`src/rtl/video_timing_pkg.sv`:
```
// Shared video timing constants and helpers for the DVI PMOD timing generators.
// Standard mode tables plus total-period helpers.
package video_timing_pkg;

  // SVGA 800x600@60, 40 MHz dot clock
  localparam int unsigned SVGA_H_ACTIVE = 800;
  localparam int unsigned SVGA_H_FP     = 40;
  localparam int unsigned SVGA_H_SYNC   = 128;
  localparam int unsigned SVGA_H_BP     = 88;
  localparam int unsigned SVGA_V_ACTIVE = 600;
  localparam int unsigned SVGA_V_FP     = 1;
  localparam int unsigned SVGA_V_SYNC   = 4;
  localparam int unsigned SVGA_V_BP     = 23;

  // VGA 640x480@60, 25.175 MHz dot clock
  localparam int unsigned VGA_H_ACTIVE = 640;
  localparam int unsigned VGA_H_FP     = 16;
  localparam int unsigned VGA_H_SYNC   = 96;
  localparam int unsigned VGA_H_BP     = 48;
  localparam int unsigned VGA_V_ACTIVE = 480;
  localparam int unsigned VGA_V_FP     = 10;
  localparam int unsigned VGA_V_SYNC   = 2;
  localparam int unsigned VGA_V_BP     = 33;

  localparam int unsigned FRAME_CNT_W = 16;

  typedef struct packed {
    logic active;
    logic hsync;
    logic vsync;
  } sync_bits_t;

  function automatic int unsigned h_total(int unsigned active, int unsigned fp,
                                          int unsigned sync, int unsigned bp);
    return active + fp + sync + bp;
  endfunction

  function automatic int unsigned v_total(int unsigned active, int unsigned fp,
                                          int unsigned sync, int unsigned bp);
    return active + fp + sync + bp;
  endfunction

endpackage

```
`src/rtl/sync_delay_line.sv`:
```
// Fixed-depth shift register aligning sync/DE with the pixel data pipeline.
// Each bit has its own reset value so sync lines flush to their inactive level.
module sync_delay_line #(
  parameter int unsigned     WIDTH   = 3,
  parameter int unsigned     DEPTH   = 2,
  parameter logic [WIDTH-1:0] RST_VAL = '0
) (
  input  logic             clk_dot,
  input  logic             reset,
  input  logic [WIDTH-1:0] din,
  output logic [WIDTH-1:0] dout
);

  logic [WIDTH-1:0] stage_q [DEPTH];

  always_ff @(posedge clk_dot) begin
    if (reset) begin
      for (int i = 0; i < int'(DEPTH); i++) begin
        stage_q[i] <= RST_VAL;
      end
    end else begin
      stage_q[0] <= din;
      for (int i = 1; i < int'(DEPTH); i++) begin
        stage_q[i] <= stage_q[i-1];
      end
    end
  end

  assign dout = stage_q[DEPTH-1];

endmodule

```
`src/rtl/vga_timing_gen.sv`:
```
// Parametrised video timing generator: pixel request stream plus DE/sync outputs
// delayed to line up with pixel data at the output registers.
module vga_timing_gen
  import video_timing_pkg::*;
#(
  parameter int unsigned H_ACTIVE    = SVGA_H_ACTIVE,
  parameter int unsigned H_FP        = SVGA_H_FP,
  parameter int unsigned H_SYNC      = SVGA_H_SYNC,
  parameter int unsigned H_BP        = SVGA_H_BP,
  parameter int unsigned V_ACTIVE    = SVGA_V_ACTIVE,
  parameter int unsigned V_FP        = SVGA_V_FP,
  parameter int unsigned V_SYNC      = SVGA_V_SYNC,
  parameter int unsigned V_BP        = SVGA_V_BP,
  parameter bit          HS_POL      = 1'b1,
  parameter bit          VS_POL      = 1'b1,
  parameter int unsigned PIX_LATENCY = 2,
  parameter int unsigned CW          = 12
) (
  input  logic                   clk_dot,
  input  logic                   reset,
  input  logic                   enable,
  output logic [CW-1:0]          x,
  output logic [CW-1:0]          y,
  output logic                   req,
  output logic                   line_start,
  output logic                   frame_start,
  output logic                   vga_active,
  output logic                   vga_hsync,
  output logic                   vga_vsync,
  output logic [FRAME_CNT_W-1:0] frame_cnt
);

  localparam int unsigned H_TOTAL = h_total(H_ACTIVE, H_FP, H_SYNC, H_BP);
  localparam int unsigned V_TOTAL = v_total(V_ACTIVE, V_FP, V_SYNC, V_BP);

  localparam logic [CW-1:0] H_LAST     = CW'(H_TOTAL - 1);
  localparam logic [CW-1:0] V_LAST     = CW'(V_TOTAL - 1);
  localparam logic [CW-1:0] H_ACT_END  = CW'(H_ACTIVE);
  localparam logic [CW-1:0] V_ACT_END  = CW'(V_ACTIVE);
  localparam logic [CW-1:0] HS_BEGIN   = CW'(H_ACTIVE + H_FP);
  localparam logic [CW-1:0] HS_END     = CW'(H_ACTIVE + H_FP + H_SYNC);
  localparam logic [CW-1:0] VS_BEGIN   = CW'(V_ACTIVE + V_FP);
  localparam logic [CW-1:0] VS_END     = CW'(V_ACTIVE + V_FP + V_SYNC);

  if (H_FP < 1 || H_SYNC < 1 || H_BP < 1 || V_FP < 1 || V_SYNC < 1 || V_BP < 1) begin : g_bad_porch
    $fatal(1, "vga_timing_gen: porch and sync parameters must be at least 1");
  end
  if (H_TOTAL >= 2**CW || V_TOTAL >= 2**CW) begin : g_bad_total
    $fatal(1, "vga_timing_gen: H_TOTAL/V_TOTAL do not fit in CW bits");
  end
  if (PIX_LATENCY < 1 || PIX_LATENCY > 16) begin : g_bad_latency
    $fatal(1, "vga_timing_gen: PIX_LATENCY must be in 1..16");
  end

  logic                   enable_q;
  logic [CW-1:0]          h_cnt_q, h_cnt_d;
  logic [CW-1:0]          v_cnt_q, v_cnt_d;
  logic [FRAME_CNT_W-1:0] frame_cnt_q, frame_cnt_d;
  logic                   h_last, v_last;
  sync_bits_t             raw;
  logic [2:0]             dly_in, dly_out;

  assign h_last = (h_cnt_q == H_LAST);
  assign v_last = (v_cnt_q == V_LAST);

  // Counters only advance while both the registered and the live enable are
  // high, so a drop zeroes them on the same edge that clears enable_q.
  always_comb begin
    h_cnt_d     = '0;
    v_cnt_d     = '0;
    frame_cnt_d = frame_cnt_q;
    if (enable && enable_q) begin
      if (h_last) begin
        v_cnt_d = v_last ? '0 : v_cnt_q + 1'b1;
      end else begin
        h_cnt_d = h_cnt_q + 1'b1;
        v_cnt_d = v_cnt_q;
      end
    end
    if (enable_q && h_last && v_last) begin
      frame_cnt_d = frame_cnt_q + 1'b1;
    end
  end

  always_ff @(posedge clk_dot) begin
    if (reset) begin
      enable_q    <= 1'b0;
      h_cnt_q     <= '0;
      v_cnt_q     <= '0;
      frame_cnt_q <= '0;
    end else begin
      enable_q    <= enable;
      h_cnt_q     <= h_cnt_d;
      v_cnt_q     <= v_cnt_d;
      frame_cnt_q <= frame_cnt_d;
    end
  end

  always_comb begin
    raw.active = enable_q && (h_cnt_q < H_ACT_END) && (v_cnt_q < V_ACT_END);
    raw.hsync  = enable_q && (h_cnt_q >= HS_BEGIN) && (h_cnt_q < HS_END);
    raw.vsync  = enable_q && (v_cnt_q >= VS_BEGIN) && (v_cnt_q < VS_END);
  end

  assign x           = h_cnt_q;
  assign y           = v_cnt_q;
  assign req         = raw.active;
  assign line_start  = enable_q && (h_cnt_q == '0);
  assign frame_start = enable_q && (h_cnt_q == '0) && (v_cnt_q == '0);
  assign frame_cnt   = frame_cnt_q;

  // Polarity is folded in ahead of the delay line so the pins come straight
  // off flops and reset flushes each sync to its own inactive level.
  assign dly_in = {raw.active, raw.hsync ~^ HS_POL, raw.vsync ~^ VS_POL};

  sync_delay_line #(
    .WIDTH   (3),
    .DEPTH   (PIX_LATENCY),
    .RST_VAL ({1'b0, ~HS_POL, ~VS_POL})
  ) u_sync_delay_line (
    .clk_dot (clk_dot),
    .reset   (reset),
    .din     (dly_in),
    .dout    (dly_out)
  );

  assign vga_active = dly_out[2];
  assign vga_hsync  = dly_out[1];
  assign vga_vsync  = dly_out[0];

endmodule

```
`config.mk`:
```
export PLATFORM = sky130hd
export DESIGN_NAME = vga_timing_gen
export DESIGN_NICKNAME = d
export VERILOG_FILES = /design/src/rtl/video_timing_pkg.sv /design/src/rtl/sync_delay_line.sv /design/src/rtl/vga_timing_gen.sv
export SDC_FILE = /design/constraint.sdc
export NUM_CORES = 1
export LEC_CHECK = 0
export ABC_AREA = 1
export BUFFER_PORTS_ARGS = -buffer_cell sky130_fd_sc_hd__buf_2
export CAP_MARGIN = 0
export CORE_MARGIN = 4
export CORE_UTILIZATION = 60
export CTS_BUF_LIST = sky130_fd_sc_hd__clkbuf_8
export CTS_CLUSTER_SIZE = 16
export DETAILED_ROUTE_END_ITERATION = 6
export HOLD_SLACK_MARGIN = 0.05
export PLACE_DENSITY = 0.83
export SYNTH_ARGS = -nofsm -noshare
export SYNTH_HDL_FRONTEND = slang
export SYNTH_HIERARCHICAL = 1
export SYNTH_SLANG_ARGS = --single-unit
```
`constraint.sdc`:
```
create_clock -name clk_dot -period 3.8 [get_ports clk_dot]
set_input_delay 0.19 -clock clk_dot [delete_from_list [all_inputs] [get_ports clk_dot]]
set_output_delay 0.19 -clock clk_dot [all_outputs]
set_load 0.02 [all_outputs]
```
### Word level (Yosys, flattened, before mapping)

Memories as Yosys holds them, arrays and structs flattened.
Index checks and enable logic that the tools add are counted.

| storage, ports and cells | value |
|---|---|
| memories | 1 |
| bits in registers | 41 |
| bits in writable memories | 6 |
| bits in latches | 0 |
| logic and storage cells | 40 |
| output and inout bits | 46 |
| bits of input ports | 3 |
| bits in read-only memories | 0 |

Memory list:

| name | words | bits a word | read ports | clocked after memory_dff | wr ports | RTL line | RTL |
|---|---|---|---|---|---|---|---|
| u_sync_delay_line.stage_q | 2 | 3 | 2 | 0 | 2 | sync_delay_line.sv:14 | `logic [WIDTH-1:0] stage_q [DEPTH];` |

| operators by class | value |
|---|---|
| bitwise operators | 3 |
| reductions and logical operators | 15 |
| multipliers | 0 |
| add/subtract/negate cells | 3 |
| mux-type cells | 6 |
| divide/modulo/power cells | 0 |
| $lt $le $gt $ge | 6 |
| shift operators | 0 |
| equality and inequality tests | 2 |

Operators with widths:

| operator | count |
|---|---|
| 12-bit by 10-bit < comparator with 1-bit output (second input constant) | 4 |
| 12-bit by 1-bit adder with 12-bit output (second input constant) | 2 |
| 12-bit by 10-bit greater-or-equal comparator with 1-bit output (second input constant) | 2 |
| 12-bit logical NOT | 2 |
| 16-bit by 1-bit adder with 16-bit output (second input constant) | 1 |
| 12-bit by 10-bit equality test with 1-bit output (second input constant) | 1 |
| 12-bit by 11-bit equality test with 1-bit output (second input constant) | 1 |
| 12-bit 2-to-1 mux | 1 |
| 1-bit logical AND | 11 |
| 3-bit 2-to-1 mux | 2 |
| 1-bit 2-to-1 mux | 3 |
| 3-bit OR reduction | 1 |
| 1-bit bitwise OR | 2 |
| 2-bit OR reduction | 1 |
| 1-bit NOT | 1 |

### Logic depth before layout (Yosys ltp)

Gate-level depths: netlist of the first run.

| logic depth | value |
|---|---|
| depth in word-level cells | 4 |
| mapped depth | 11 |
| depth with buffers taken out | 9 |

### Modules after synthesis

The synthesis of the first run kept the hierarchy.

Modules (own cells, without submodules):

| module | area an instance (µm²) | cells an instance | times used | seq. area each (µm²) |
|---|---|---|---|---|
| vga_timing_gen | 2447.3 | 379 | 1 | 820.8 |
| sync_delay_line | 187.7 | 21 | 1 | 120.1 |

### Worst setup path after synthesis of the first run

Ideal clock, no wire load.

| timing | value |
|---|---|
| path kind | register to output |
| start | register h_cnt_q[6], in the netlist x[6] |
| end | output frame_start |
| arrival time | 1.883 ns |
| setup slack | 1.727 ns |
| buffers on the path | 0 |
| required time | 3.610 ns |
| cell stages (with the launch flop) | 7 |
| path through | dfxtp_1 nor2_2 nand2_1 inv_2 nand2_1 nor2_1 nor4b_1 |

| between the ends | value |
|---|---|
| word-level cells in the longest chain between the ends | 3 |

Ends and longest elaborated chain:

| item | RTL line | RTL |
|---|---|---|
| from (decl) | vga_timing_gen.sv:56 | `logic [CW-1:0] h_cnt_q, h_cnt_d;` |
| from (signal assigned) | vga_timing_gen.sv:93 | `h_cnt_q <= h_cnt_d;` |
| 12-bit logical NOT | - |  |
| 1-bit logical AND | - |  |
| named net line_start | vga_timing_gen.sv:25 | `output logic line_start,` |
| 1-bit logical AND | vga_timing_gen.sv:109 | `assign frame_start = enable_q && (h_cnt_q == '0) && (v_cnt_q == '0);` |
| to (decl) | vga_timing_gen.sv:26 | `output logic frame_start,` |

The timed path passes the listed nets, and every way through them passes these cells.

### Worst setup path after layout of the first run

| timing | value |
|---|---|
| start | register v_cnt_q[0], in the netlist y[0] |
| end | register frame_cnt_q[14], in the netlist frame_cnt[14] |

| between the ends | value |
|---|---|
| word-level cells in the longest chain between the ends | 2 |

Ends and longest elaborated chain:

| item | RTL line | RTL |
|---|---|---|
| from (decl) | vga_timing_gen.sv:57 | `logic [CW-1:0] v_cnt_q, v_cnt_d;` |
| from (signal assigned) | vga_timing_gen.sv:94 | `v_cnt_q <= v_cnt_d;` |
| 12-bit by 10-bit equality test with 1-bit output | vga_timing_gen.sv:64 | `assign v_last = (v_cnt_q == V_LAST);` |
| 1-bit logical AND | vga_timing_gen.sv:80 | `if (enable_q && h_last && v_last) begin` |
| to (signal assigned) | vga_timing_gen.sv:95 | `frame_cnt_q <= frame_cnt_d;` |
| to (decl) | vga_timing_gen.sv:58 | `logic [FRAME_CNT_W-1:0] frame_cnt_q, frame_cnt_d;` |

No other way between the ends.
A chain may end at the register's enable or synchronous reset.

==> results of run 1 <==
## power by group through the flow
| stage | registers [W] | clock network (W) | logic [W] |
|---|---|---|---|
| global route | 0.000496 | 0.000462 | 0.0000247 |
| finish | 0.000495 | 0.000436 | 0.0000222 |
| global placement | 0.000507 | 0 | 0.0000217 |
| floorplan | 0.000507 | 0 | 0.0000144 |
| detailed placement | 0.000507 | 0 | 0.0000222 |
| CTS | 0.000495 | 0.000440 | 0.0000223 |
## area by class of cell
class / instances / share of cell area [%]
Multi-Input combinational cell: 290 / 47.4
Sequential cell: 47 / 31.1
Inverter: 56 / 6.95
Tap cell: 50 / 2.07
Timing Repair Buffer: 48 / 7.94
Clock inverter: 3 / 2.23
Clock buffer: 5 / 2.28
## synth_stat cells, drive strengths merged
cell    count  share of area [%]
nor2       75                 12
nor4b       1               0.33
nand4       5                1.2
xor2        7                2.3
nor3       10                2.5
xnor2       1               0.33
dfxtp      47                 36
nor3b       5                1.4
a21oi      25                4.7
nand3      32                7.3
buf         6                1.8
o21ai      14                2.7
nor4        1               0.24
ha          7                3.3
o22ai       1               0.24
nand3b      1               0.29
a311oi      1               0.33
nand2     104                 15
clkbuf      1               0.14
inv        56                8.0
## worst max-delay path, stage by stage (launching register included)
cell and delay (ns):
dfxtp_1 0.43, ha_1 0.24, inv_1 0.09, nor2_1 0.17, nand3_2 0.18, nor2_2 0.37, nand2_1 0.19, nor2_1 0.14
nor2_1 0.05
## per-layer routing
layer / vias up / wire [µm] / GRT usage, %
li1: 1359 / - / -
met1: 1174 / 2780 / 29.1
met2: 68 / 2890 / 39.2
met3: 9 / 325 / 3.92
met4: 0 / 86 / 9.29
met5: - / 0 / 0
## cell families (layout without fill, tap and decap cells)
family | after synthesis | after routing | share of synthesized area, %
buffers and inverters | 63 | 112 | 9.88
AO/OA/AOI/OAI | 41 | 41 | 7.98
flip-flops | 47 | 47 | 35.7
XOR/XNOR | 8 | 8 | 2.66
adder cells (fa/ha/maj) | 7 | 7 | 3.32
AND/OR/NAND/NOR | 234 | 234 | 40.5
## through the flow
step	util (%)	total power [W]	hold slack, ns	std cells
after floorplan	-	0.000521	0.259	400
after CTS	73.5	0.000958	0.102	499
final	73.5	0.000954	0.107	499
after detailed placement	70.2	0.000529	0.396	491
after global routing	73.5	0.000982	0.109	499
after global placement	70.2	0.000529	0.390	491
## cells in the final DEF (no fill, tap or decap)
cell type	instances
nor2_4	4
ha_1	7
clkinvlp_4	1
nand3b_1	1
nand4_1	5
inv_1	48
o22ai_1	1
xor2_1	7
nand3_2	4
nand2_1	102
xnor2_1	1
nor2_1	67
nor3_2	3
nor3_1	7
nand2_2	2
nor2_2	4
o21ai_0	14
clkbuf_8	5
inv_2	8
nor3b_1	5
nand3_4	1
dfxtp_1	47
bufinv_16	2
a21oi_1	25
buf_2	48
nor4b_1	1
nand3_1	27
nor4_1	1
a311oi_1	1
## how the worst min path moves through the flow
stage	to	slack, ns	cells past startpoint
floorplan	frame_cnt[0]	0.26	1
global placement	u_sync_delay_line/stage_q[0][3]	0.39	2
detailed placement	u_sync_delay_line/stage_q[0][4]	0.40	2
CTS	enable_q	0.10	3
global route	enable_q	0.11	3
finish	enable_q	0.11	3
## flip-flops by register name, indices dropped and copies added (netlist names)
register,cells
y,12
x,12
enable_q,1
u_sync_delay_line/stage_q,6
frame_cnt,16
==> results.json, run 1 <==
{
  "status": "complete, no violations",
  "drc": 0,
  "dpl.hpwl_um": 4640,
  "cap_violations": 0,
  "start_kind": "register",
  "dp_slack_ns": 1.84,
  "fmax_mhz": 508,
  "dr.pass1.iters": 4,
  "crit_path_end": "frame_cnt[14]",
  "hold_violations": 0,
  "port_buffers": 48,
  "required_ns": 4.00,
  "cts_max_path_buffers": 2,
  "r2r_cells": 8,
  "p_switching_w": 0.000192,
  "switching_share_pct": 20.1,
  "yosysWarnings": 6,
  "grt_pass1_wl_um": 10200,
  "cts_root_buf": "clkbuf_8",
  "setup_viol": 0,
  "p_int_w": 0.000762,
  "ff2ff_setup_slack_ns": 1.83,
  "cts.clk_slew.worst_paths_ns": 0.09,
  "fp.coreArea_um2": 4120,
  "setup_ws_ns": 1.83,
  "timing.final.crit_share_pct": 51.8,
  "drt_iter0_markers": 154,
  "numCtsBuffers": 5,
  "synthCells": 400,
  "avgRoutedWirePerCell_um": 12.2,
  "cts_hold_buf": 0,
  "finClkSkew_ns": 0.00874,
  "worst_r2r_endpoint": "frame_cnt[14]",
  "syn_area_um2": 2640,
  "antenna_found_initial": 0,
  "start_util_pct": 64.0,
  "die_w_um": 74.3,
  "crit_path_start": "y[0]",
  "p_comb_share_pct": 2.3,
  "period_needed_ns": 1.97,
  "grt_pass1_vias": 2419,
  "rsz0062_at_grt": "no",
  "final_cell_area_um2": 3020,
  "finalWirelength_um": 6080,
  "synth-seq-area-share_pct": 35.7,
  "powerDensity_nw_per_um2": 315,
  "seq_power_share_pct": 51.9,
  "cellLeakagePower_nw": 1.27,
  "worst_slew_pin_slew_ns": 0.418,
  "avgSynthCellArea_um2": 6.59,
  "grt_overflow_total": 0,
  "cts_sinks": 47,
  "htreeDepth": 2,
  "ir_worst_vdd_uv": 226,
  "worstPathArrival_ns": 2.17,
  "slew_headroom_pct": 72.1,
  "worstSetupPathType": "register to register",
  "synth_fp_nets": 410,
  "clk_latency_ns": 0.30,
  "critPathCaptureType": "register",
  "slew_violations": 0,
  "ys_types": 29,
  "vias": 2610,
  "post_cts_resized": 0,
  "drive_gt1_share_pct": 18.3,
  "crit_fanout": 11,
  "area_delta_synth_final_pct": 14.8,
  "multi_input_area_um2": 1430,
  "diodes": 0,
  "rows": 23,
  "nFillCells": 352,
  "hold_start": "enable",
  "hold_path.class": "input port to register",
  "finalNetCount": 458,
  "ioPinCount": 49,
  "grt_max_degree": 22,
  "ys_ff_latch": 47,
  "worstReg2RegStart": "y[0]",
  "grtUsageTotal_pct": 23.1,
  "seq_area_um2": 941,
  "clockPowerShare_pct": 45.7,
  "ant_nets": 0,
  "die-area_um2": 5520,
  "dpl-instance-area_um2": 2890,
  "gp_congestion": 0.878,
  "cts_tree": "done",
  "die_height_um": 74.3,
  "via_per_inst": 5.23,
  "post_cts_buffers": 0,
  "final.setup.tns_ns": 0
}
(Power assumes the default switching activity.)
==> run 2: changes to the inputs <==
CORE_UTILIZATION = 57   (was 60)
PLACE_DENSITY = 0.8   (was 0.83)
clock period = 1.85 ns   (was 3.8 ns; I/O delays follow)
==> results.json, run 2 (synthesis gave the netlist of run 1 again) <==
{
  "status": "complete, no violations",
  "diodes": 0,
  "htreeDepth": 2,
  "final_common_cell": "nand2_1",
  "cts_tree": "done",
  "grtUsageTotal_pct": 21.9,
  "cellLeakagePower_nw": 1.32,
  "area_delta_synth_final_pct": 18.2,
  "worstReg2RegStart": "x[0]",
  "worstSetupPathType": "register to primary output",
  "nFillCells": 391,
  "p_total_w": 0.00184,
  "grt_pass1_wl_um": 10700,
  "worstPathArrival_ns": 1.66,
  "cp_common_cell": "buf_4",
  "crit_fanout": 5,
  "final_cell_area_um2": 3120,
  "start_util_pct": 59.7,
  "drt_iter0_markers": 208,
  "cts.clk_slew.worst_paths_ns": 0.09,
  "finalNetCount": 466,
  "hold_path.class": "input port to register",
  "grt_pass1_vias": 2424,
  "grt_overflow_total": 0,
  "worst_slew_pin_slew_ns": 0.367,
  "dpl-instance-area_um2": 2940,
  "holdPathStages": 5,
  "rows": 24,
  "ff2ff_setup_slack_ns": 0.16,
  "final_cell_mix": "nand2_1, nor2_1, inv_1",
  "hold_violations": 0,
  "ir_worst_vdd_uv": 432,
  "dr.pass1.iters": 5,
  "cts_max_path_buffers": 2,
  "start_kind": "register",
  "via_per_inst": 5.19,
  "finClkSkew_ns": 0.00791,
  "worst_r2r_endpoint": "y[6]",
  "powerDensity_nw_per_um2": 590,
  "drc": 0,
  "cap_violations": 0,
  "cts_sinks": 47,
  "fp.coreArea_um2": 4410,
  "ioPinCount": 49,
  "period_needed_ns": 1.75,
  "fmax_mhz": 570,
  "r2r_cells": 8,
  "drive_gt1_share_pct": 21.2,
  "required_ns": 1.76,
  "ant_nets": 0,
  "die_height_um": 76.0,
  "die_w_um": 76.0,
  "hold_end": "y[10]",
  "dpl.hpwl_um": 4790,
  "largest_reg_flops": 16,
  "avgRoutedWirePerCell_um": 12.2,
  "slew_violations": 0,
  "slew_headroom_pct": 75.3,
  "port_buffers": 48,
  "fin_util_pct": 70.6,
  "vias": 2644,
  "hold_start": "enable",
  "dp_slack_ns": 0.0312,
  "timing.final.crit_share_pct": 94.9,
  "crit_path_start": "y[0]",
  "numCtsBuffers": 5,
  "crit_chain": "buf_4 > inv_1 > ha_1 > nand4_1 > nor4b_4 > buf_4",
  "finalWirelength_um": 6200,
  "cts_root_buf": "clkbuf_8",
  "die-area_um2": 5770,
  "grt_max_degree": 21,
  "critPathCaptureType": "primary output",
  "max_stage_delay_ns": 0.33,
  "setup_ws_ns": 0.0952,
  "setup_viol": 0,
  "cp_slowest_cell": "dfxtp_1",
  "antenna_found_initial": 0,
  "clk_latency_ns": 0.31,
  "gp_congestion": 0.859
}
run 2: cell count changes in the layout (fill, tap and decap cells not counted), sizes merged:
cell / previous run / this run
buf: 48 / 54
clkinv: 0 / 2
dlygate4sd3: 0 / 2
bufinv: 2 / 1
clkinvlp: 1 / 0
run 2: metal layers:
layer  routed length [µm]  up-vias  part of all wire, %  global-route usage (%)
li1                     -     1369                    -                       -
met1                 2920     1199                   47                    28.1
met2                 2940       70                   47                    36.9
met3                  282        6                  4.6                    4.96
met4                   54        0                 0.87                    5.34
met5                    0        -                    0                       0
run 2: timing repair:
action | 4_1_cts | 5_1_grt
setup endpoints to repair | 0 | 26
hold endpoints to repair | 1 | 0
resized for setup | 0 | 12
setup buffers | 0 | 0
hold buffers | 2 | 0
run 2: worst max path at each step:
stage | endpoint | slack [ns] | cells after the start
3_5_place_dp | y[6] | 0.03 | 8
6_report | frame_start | 0.1 | 6
5_1_grt | frame_start | -0.01 | 7
2_1_floorplan | frame_start | 0.14 | 6
3_3_place_gp | y[2] | 0.13 | 8
4_1_cts | y[6] | 0.02 | 8
run 2: stage by stage:
stage | std cells | hold slack (ns) | TNS [ns]
after floorplan | 400 | 0.162 | 0
after global placement | 499 | 0.302 | 0
after detailed placement | 499 | 0.310 | 0
after CTS | 509 | 0.115 | 0
after global routing | 509 | 0.122 | -0.0134
final | 509 | 0.120 | 0
run 2: critical path, delay by kind of cell, from the launching register on:
kind / cells / cell delay, ns
AND/OR/NAND/NOR: 2 / 0.42
adder cells (fa/ha/maj): 1 / 0.18
flip-flops: 1 / 0.33
buffers and inverters: 3 / 0.43
run 2: power breakdown:
group / switching (W) / internal, W
logic: 0.0000360 / 0.0000196
clock network: 0.000362 / 0.000403
registers: 0.00000387 / 0.00101
total: 0.000402 / 0.00144
run 2: cell type report:
type | instances | area [µm²] | area share [%]
tap | 52 | 65.1 | 2.09
inverter | 56 | 210 | 6.75
clock buffer | 5 | 68.8 | 2.21
multi-input combinational | 290 | 1480 | 47.4
clock inverter | 3 | 43.8 | 1.41
timing repair buffer | 56 | 308 | 9.88
sequential | 47 | 943 | 30.3
